==> src/rtl/padder_stream.sv <==
// Keccak pad10*1 message padder: shifts host words into a rate-sized block,
// appends 0x01 after the last byte and 0x80 in the block's top byte, then holds the block until acked.
module padder_stream #(
  parameter  int WORD_BYTES = 8,
  parameter  int RATE_WORDS = 9,
  localparam int W          = 8 * WORD_BYTES,
  localparam int B          = W * RATE_WORDS,
  localparam int BNW        = (WORD_BYTES > 1) ? $clog2(WORD_BYTES) : 1,
  localparam int CW         = $clog2(RATE_WORDS + 1)
) (
  input  logic           i_clk,
  input  logic           i_reset,
  input  logic [W-1:0]   i_in,
  input  logic           i_in_ready,
  input  logic           i_is_last,
  input  logic [BNW-1:0] i_byte_num,
  output logic           o_busy,
  output logic [B-1:0]   o_out,
  output logic           o_buffer_full,
  output logic           o_last_block,
  input  logic           i_f_ack
);

  typedef enum logic [1:0] {ACCEPT, PAD, FULL} state_t;

  state_t          r_state, w_state_n;
  logic [CW-1:0]   r_cnt, w_cnt_n;
  logic [B-1:0]    r_out, w_out_n;
  logic            r_last, w_last_n;

  logic            w_accept;
  logic            w_final_slot;
  logic [W-1:0]    w_lastw;
  logic [W-1:0]    w_word;
  logic [B+W-1:0]  w_shift;

  assign o_busy        = (r_state == FULL) || (r_state == PAD);
  assign o_buffer_full = (r_state == FULL);
  assign o_last_block  = r_last;
  assign o_out         = r_out;

  assign w_accept     = i_in_ready && !o_busy;
  assign w_final_slot = (r_cnt == CW'(RATE_WORDS - 1));

  // Last word: keep bytes below byte_num, 0x01 at byte_num, zeros above.
  always_comb begin
    w_lastw = '0;
    for (int b = 0; b < WORD_BYTES; b++) begin
      if (b < int'(i_byte_num))
        w_lastw[8*b +: 8] = i_in[8*b +: 8];
      else if (b == int'(i_byte_num))
        w_lastw[8*b +: 8] = 8'h01;
    end
  end

  always_comb begin
    w_state_n = r_state;
    w_cnt_n   = r_cnt;
    w_out_n   = r_out;
    w_last_n  = r_last;
    w_word    = '0;
    w_shift   = '0;
    case (r_state)
      ACCEPT: begin
        if (w_accept) begin
          if (i_is_last) begin
            w_word = w_lastw;
            if (w_final_slot) w_word[W-1 -: 8] = w_word[W-1 -: 8] | 8'h80;
          end else begin
            w_word = i_in;
          end
          w_shift = {r_out, w_word};
          w_out_n = w_shift[B-1:0];
          w_cnt_n = r_cnt + CW'(1);
          if (i_is_last) begin
            if (w_final_slot) begin
              w_state_n = FULL;
              w_last_n  = 1'b1;
            end else begin
              w_state_n = PAD;
            end
          end else if (w_final_slot) begin
            w_state_n = FULL;
            w_last_n  = 1'b0;
          end
        end
      end
      PAD: begin
        if (w_final_slot) w_word = {8'h80, {(W-8){1'b0}}};
        w_shift = {r_out, w_word};
        w_out_n = w_shift[B-1:0];
        w_cnt_n = r_cnt + CW'(1);
        if (w_final_slot) begin
          w_state_n = FULL;
          w_last_n  = 1'b1;
        end
      end
      FULL: begin
        // out is kept; the next message simply shifts over it.
        if (i_f_ack) begin
          w_state_n = ACCEPT;
          w_cnt_n   = '0;
          w_last_n  = 1'b0;
        end
      end
      default: w_state_n = ACCEPT;
    endcase
  end

  always_ff @(posedge i_clk or posedge i_reset) begin
    if (i_reset) begin
      r_state <= ACCEPT;
      r_cnt   <= '0;
      r_out   <= '0;
      r_last  <= 1'b0;
    end else begin
      r_state <= w_state_n;
      r_cnt   <= w_cnt_n;
      r_out   <= w_out_n;
      r_last  <= w_last_n;
    end
  end

endmodule

==> config.mk <==
export PLATFORM = sky130hd
export DESIGN_NAME = padder_stream
export DESIGN_NICKNAME = d
export VERILOG_FILES = /design/src/rtl/padder_stream.sv
export SDC_FILE = /design/constraint.sdc
export NUM_CORES = 1
export LEC_CHECK = 0
export ABC_AREA = 0
export CORE_ASPECT_RATIO = 0.6
export CORE_MARGIN = 4
export CORE_UTILIZATION = 25
export CTS_CLUSTER_DIAMETER = 30
export DETAILED_ROUTE_END_ITERATION = 7
export PLACE_DENSITY_LB_ADDON = 0.05
export SLEW_MARGIN = 20
export SYNTH_ARGS = -nofsm -noshare
export SYNTH_HDL_FRONTEND = slang
export SYNTH_SLANG_ARGS = --single-unit
export TNS_END_PERCENT = 10
==> constraint.sdc <==
create_clock -name i_clk -period 26 [get_ports i_clk]
set_input_delay 5.2 -clock i_clk [delete_from_list [all_inputs] [get_ports i_clk]]
set_output_delay 5.2 -clock i_clk [all_outputs]
set_load 0.02 [all_outputs]
==> impl_metrics.tcl <==
set metrics [dict create \
    status "finished clean" \
    synth-edff-count 0 \
    overflow 0 \
    rsz0062_at_grt "no" \
    syn-num-nets 1911 \
    power.total_mw 5.11 \
    final_common_cell "clkdlybuf4s50_1" \
    layout_setup_ws_ns 17.54 \
    path_clk_slew_ns 0.04 \
    synth_cell_types 45 \
    critPathLaunchType "primary input" \
    detail-route-antenna-nets 0 \
    switching_share_pct 33.4 \
    slew_headroom_pct 29.2 \
    pwr-share-clk_pct 34.0 \
    finalClockSkew_ns 0.0178 \
    cts_root_buf "clkbuf_16" \
    antenna_found_initial 8 \
    worst_path_most_repeated_cell "buf_4" \
    ys_ff_latch 583 \
    final_util_pct 33.7 \
    synth_ff_type "dfrtp_1" \
    fmax_mhz 118 \
    die_area_um2 110000 \
    fin_hold_ws_ns 0.471 \
    critPathSlowestCell "buf_4" \
    switching_power_mw 1.71 \
    routed_wl_mm 72.6 \
    port_buffers 650 \
    clock-sinks 583 \
    period_minus_slack_ns 8.46 \
    syn_inst 1834 \
    p_int_mw 3.40 \
    grt_usage_pct 13.0 \
    grt_pass1_vias 15416 \
    grt_pass1_wl_mm 107 \
    mostFrequentLayoutCells "clkdlybuf4s50_1 (650), dfrtp_1 (583), mux2_2 (516)" \
    hold_class "register to register" \
    die_h_um 259 \
    cts_resized 0 \
    pwr-share-comb_pct 37.5 \
    irDropWorstVdd_mv 0.0925 \
    critPathBufInv 4 \
    place_ws_ns 16.72 \
    hold_violations 0 \
    start_util_pct 25.3 \
    hold_buffers 0 \
    setup_viol 0 \
    seqPwrFrac_pct 28.4 \
    crit_chain "clkdlybuf4s50_1 > nand3b_2 > buf_4 > and2_4 > buf_4 > buf_4 > mux2_2" \
    rows 91 \
    drc 0 \
    setup_tns_ns 0 \
    place_hpwl_mm 50.8 \
    worst-setup-path-type "primary input to register" \
    cts_max_level 4 \
    die_w_um 426 \
    cts_buffers 134 \
    avgSynthCellArea_um2 14.3 \
    powerDensity_nw_per_um2 147 \
    place_area_um2 30000 \
    wl_per_cell_um 20.4 \
    crit_path_max_incr_delay_ns 0.87 \
    design.core.area_um2 103000 \
    clockBufferDepth 3 \
    synth_area_um2 26200 \
    nets 2127 \
    gp_congestion 0.718 \
    vias 14180 \
    dr.pass1.iters 4 \
    yosysSeqAreaShare_pct 55.7 \
    cp_data_required_time_ns 26.57 \
    arrival_ns 9.04 \
    crit_path_end_kind "register" \
    cts_tree "yes" \
    insertion_delay_ns 0.70 \
    stdcell_count 3554 \
    drive_above_1_share_pct 35.9 \
    final_area_um2 34800 \
    async_reset_ff_share_pct 100 \
    cap_violations 0 \
    io-pin-count 651 \
    p_leak_nw 15.8 \
    crit_fanout 72 \
    cts_setup_buffers 0 \
    drt_iter0_drc 505 \
    area_growth_pct 32.9 \
    drv_slew 0 \
    dp_cells 3309 \
    worst_pin_slew_ns 1.06 \
    finalCritPeriodShare_pct 32.6 \
    crit_family "buffers and inverters" \
    ys.warnings.count 0 \
    avgViaCountPerCell 3.99 \
    grt_start_max_net_pins 163 \
]
logic make-up after synthesis:
logic type / synth area share (%)
buffers and inverters: 17.6
DFF: 55.7
muxes: 22.3
AOI/OAI and AO/OA: 2.75
and+or+nand+nor: 1.41
adders and majority gates: 0.239
routing by layer:
metal,track usage (%),routed length [um]
met2,22.4,37700
met3,5.18,5550
met5,0,38
met4,5.66,2050
met1,14.1,27200
path summary, 6_finish.rpt:
check                           start    endpoint  slack (ns)  cells past startpoint
setup / recovery           i_in_ready  o_out[333]       17.54                      7
hold / removal               r_cnt[3]    r_cnt[3]        0.47                      1
setup reg to reg           r_state[1]  o_out[333]       21.61                      8
hold reg to reg              r_cnt[3]    r_cnt[3]        0.47                      1
max in group asynchronous     i_reset  o_out[175]       17.94                      5
min in group asynchronous     i_reset  o_out[527]        5.00                      2
layout make-up:
class	count	area, um2
antenna	4	10.0
clock buffer	187	3990
multi-input combinational	654	7020
inverter	10	45.0
clock inverter	54	731
sequential	583	14600
tap	1395	1750
fill	10178	68500
timing repair buffer	667	6660
cells in the mapped netlist (all sizes together), types with 2 or more instances:
cell     number  area share (%)
nor2b         2           0.048
mux2i         3            0.11
o31ai         2           0.057
mux2        516              22
nand2         3           0.043
nor4b        15            0.58
a221oi        3            0.10
nand3         5           0.096
clkbuf        3           0.043
a2111oi       2            0.14
o21bai        2           0.057
a211oi        3            0.11
nand3b        2           0.072
dfrtp       583              56
nand2b        4            0.12
o41ai         2            0.12
inv          10            0.14
a211o         2           0.067
nor3          2           0.057
ha            5            0.24
a22o         46             1.5
nor2          6           0.086
or2           3           0.072
a21o         14            0.40
buf         584              17
nor3b         3           0.086
flip-flops by register name, summed over array words and instances, names as in the netlist:
register,count
o_out,576
o_last_block,1
r_cnt,4
r_state,2
power groups by stage:
stage          logic [mW]  clock network, mW  registers [mW]
2_1_floorplan        1.56                  0            1.42
3_3_place_gp         1.95                  0            1.47
3_5_place_dp         1.96                  0            1.48
4_1_cts              1.97               1.80            1.47
5_1_grt              2.03               1.85            1.50
6_report             1.92               1.74            1.45
Power figures use the tool's default switching activity.
